**src/rtl/updown_mod_counter.sv**
```systemverilog
// updown_mod_counter
// Up/down counter over 0..MODULUS-1 with wrap or saturate behaviour at the
// range ends, synchronous parallel load with range check, a combinational
// terminal-count flag and registered wrap / load-error pulses.
module updown_mod_counter #(
  parameter int WIDTH   = 8,
  parameter int MODULUS = 256,
  parameter int SAT     = 0
) (
  input  logic             clk,
  input  logic             rst,
  input  logic             en,
  input  logic             up_dn,
  input  logic             load,
  input  logic [WIDTH-1:0] load_val,
  output logic [WIDTH-1:0] count,
  output logic             tc,
  output logic             wrap,
  output logic             load_err
);

  // Top of range built at WIDTH bits so MODULUS = 2**WIDTH gives all ones
  // rather than a truncated 32-bit value.
  localparam logic [WIDTH-1:0] CNT_MAX = WIDTH'(MODULUS - 1);
  // The load range check needs one extra bit to represent MODULUS = 2**WIDTH.
  localparam logic [WIDTH:0]   MOD_EXT = (WIDTH + 1)'(MODULUS);
  localparam bit               SAT_EN  = (SAT != 0);

  logic             at_top;
  logic             at_bot;
  logic             boundary;
  logic             load_ok;
  logic [WIDTH-1:0] count_nxt;

  assign at_top   = (count == CNT_MAX);
  assign at_bot   = (count == '0);
  assign boundary = up_dn ? at_top : at_bot;
  assign load_ok  = ({1'b0, load_val} < MOD_EXT);

  // Terminal count flags the cycle whose edge performs the boundary action.
  assign tc = en & ~load & boundary;

  // Next count: load beats enable, enable beats hold.
  always_comb begin
    count_nxt = count;
    if (load) begin
      count_nxt = load_ok ? load_val : '0;
    end else if (en) begin
      if (up_dn) begin
        if (at_top) count_nxt = SAT_EN ? count : '0;
        else        count_nxt = count + WIDTH'(1);
      end else begin
        if (at_bot) count_nxt = SAT_EN ? count : CNT_MAX;
        else        count_nxt = count - WIDTH'(1);
      end
    end
  end

  // Count register and one-cycle event pulses; reset clears all of them.
  always_ff @(posedge clk or negedge rst) begin
    if (!rst) begin
      count    <= '0;
      wrap     <= 1'b0;
      load_err <= 1'b0;
    end else begin
      count    <= count_nxt;
      wrap     <= tc;
      load_err <= load & ~load_ok;
    end
  end

endmodule

```
**config.mk**
```make
export PLATFORM = sky130hd
export DESIGN_NAME = updown_mod_counter
export DESIGN_NICKNAME = d
export VERILOG_FILES = /design/src/rtl/updown_mod_counter.sv
export SDC_FILE = /design/constraint.sdc
export NUM_CORES = 1
export LEC_CHECK = 0
export CAP_MARGIN = 20
export CORE_MARGIN = 2
export CORE_UTILIZATION = 30
export DETAILED_ROUTE_END_ITERATION = 12
export PLACE_DENSITY = 0.67
export SYNTH_ARGS = -nofsm -noshare
export SYNTH_HDL_FRONTEND = slang
export SYNTH_SLANG_ARGS = --single-unit
```
**constraint.sdc**
```tcl
create_clock -name clk -period 1.66 [get_ports clk]
set_input_delay 0.332 -clock clk [delete_from_list [all_inputs] [get_ports clk]]
set_output_delay 0.332 -clock clk [all_outputs]
set_load 0.01 [all_outputs]
```
==> results.toml <==
[sta]
final_hold_viol_count = 0
setup_repair_after_global_routing_missed_its_margin = "true"
achievable-frequency_ghz = 0.5393
timing.final.setup_violations = 1
skew_ns = 0.006517
post_layout_worst_setup_margin_ns = -0.1942
report.final.slew_viol_count = 0
layout_worst_path_cycle_share_pct = 111.7
min_period_ns = 1.854

[critical_path]
critical_path_arrival_ns = 1.52
setup.worst_path.start = "count[1]"
regToRegStartpoint = "count[0]"
cp-start-kind = "flip-flop"
slack_of_the_worst_reg_to_reg_path_ns = 0.04
category_of_the_critical_setup_timing_path = "flip-flop to output pin"
worst_setup_path_end_kind = "output pin"
cp_max_fo = 2
critPathRequiredTime_ns = 1.33

[cts]
htreeDepth = 1
cts-hold-fix-buffers = 0
tritoncts.num_buffers = 3
tritoncts_clock_tree = "done"
clock_tree.root_cell = "clkbuf_4"
cts.sinks = 9
clock_path_buffers = 2
clkSlewWorstSetupHoldPaths_ns = 0.07
clkLatencyLatePin_ns = 0.28

[logic_synthesis]
synthesis.instances = 107
postSynthRegisterBits = 9
synth_top_area_share_pct = 26.43
syn_avg_cell_area_um2 = 7.963
synth.cell_area_um2 = 852.1
post_synth_edffs = 0
synth_async_sr_flop_share_pct = 100.0
number_of_warnings_issued_by_yosys = 0
synthesized_netlist_net_count = 123
synth.distinct_cells = 39
post-synth-top-area-cell = "dfrtp_1"
synth_top_cells_by_area = "dfrtp_1 (26%), a21oi_1 (5.9%), nand3_1 (5.3%), o21ai_0 (5.3%), ha_1 (4.4%)"
sequential_to_total_area_share_from_yosys_stat_pct = 26.43
ys_dominant_reg_cell = "dfrtp_1"

[final_layout]
layout.cells.most_common_list = "buf_4 (37), clkdlybuf4s50_1 (14), a21oi_1 (9)"
final_common_cell = "buf_4"
final_layout_size_suffix_gt1_share_pct = 42.86
final_cell_area_um2 = 1501
finalNetCount = 185
final_cell_count_no_fill = 199
final_core_utilization_pct = 54.92
antenna_cells = 0
area_growth_pct = 76.21

[detailed_routing]
drt_first_iter_violations = 58
vias_per_cell = 5.528
remaining_drc_errors = 0
route.final.wire_length_um = 3133
vias = 1100
drtPass1Iterations = 4
detail_route.wl_per_cell_um = 15.74
route.antenna.remaining_nets = 0

[die]
design.die.area_um2 = 3283
start_util_pct = 31.17
io_pins = 24
placement_rows = 19
placeableCoreArea_um2 = 2734
floorplan.die.height_um = 57.30
dieWidth_um = 57.30

[power]
power_density_nw_per_um2 = 628.5
power.leakage_nw = 0.6596
worst_ir_drop_vdd_v = 0.0003922

[grt]
grt_antenna_before_repair = 0
first_pass_grt_wire_length_um = 4864
grt_pass1_vias = 1060
gr-total-overflow = 0
pin_count_of_the_biggest_net_entering_global_routing = 14
global_route.usage.total_pct = 19.07

[placement]
place_congestion = 0.9026
hpwl_um = 2104
pre_cts_slack_ns = -0.5167
placed_cells_incl_taps = 185
place.port_buffers = 22
dpl_cell_area_um2 = 1315

[run_status]
failed_checks = "negative setup slack"
run_status = "finished with violations"

[job]
drv.max_cap_violation_count = 0

[hold_path]
worstHoldPathType = "primary input to async pin"
## path summary, 6_finish.rpt
| path | endpoint | cells after the start |
|---|---|---|
| max | tc | 6 |
| min | wrap | 1 |
| max reg2reg | count[3] | 7 |
| min reg2reg | wrap | 3 |
| max in group asynchronous | count[4] | 1 |
| min in group clk | count[1] | 3 |
## cell usage after synthesis (3+ instances only)
master and number:
a21oi_1 10, dfrtp_1 9, nand3_1 9, o21ai_0 9, nand2_1 8, inv_1 7, nor2_1 7, a21o_1 3
a31oi_1 3, clkbuf_1 3, ha_1 3, o21a_1 3
## layout make-up
type | count | area, µm²
clock buffers | 4 | 26.28
fillers | 246 | 1232
inverters | 7 | 26.28
multi-input cells | 84 | 649.4
flip-flops and latches | 9 | 227.7
well taps | 31 | 38.79
repair buffers | 64 | 533.0
## worst max-delay path, stage by stage (launching register included)
cell and delay, ns:
dfrtp_1 0.40, inv_2 0.09, ha_4 0.13, nor3b_4 0.18
nand3b_1 0.14, a21oi_2 0.15, buf_2 0.14
## power breakdown
group          switching [mW]  internal, mW
Clock                  0.0948        0.0935
Combinational           0.228         0.254
Sequential             0.0311         0.242
## flip-flops by register name, indices dropped and copies added (netlist names)
signal	count
count	8
wrap	1
## metrics by stage
step	hold WS [ns]	power (mW)	setup TNS [ns]
3_3_place_gp	0.6498	0.6585	-0.9962
6_report	0.3578	0.9437	-0.1942
2_1_floorplan	0.03641	0.4677	0
4_1_cts	0.3902	0.8785	-0.2077
3_5_place_dp	0.6656	0.6666	-1.189
5_1_grt	0.4111	0.9911	-0.4201
## metal layers
metal / up-vias / wire, µm / track usage, %
li1: 514 / - / -
met1: 511 / 1233 / 23.78
met2: 69 / 1570 / 32.35
met5: - / 0 / 0
met4: 0 / 57 / 8.970
met3: 6 / 272 / 2.721
## logic make-up after synthesis
logic type      share of synthesized area (%)
simple gates                            24.67
flops                                   26.43
mux                                     2.496
compound gates                          29.66
fa+ha+maj                               4.406
xor+xnor                                4.112
buf+inv                                 7.783
other cells                            0.4401
## timing repair
action / in CTS / in global routing
buffers inserted: 6 / 5
pin swaps: 3 / 7
setup endpoints to repair: 12 / 7
resized for setup: 21 / 24
Note: power is estimated with default switching activity, not from simulation.
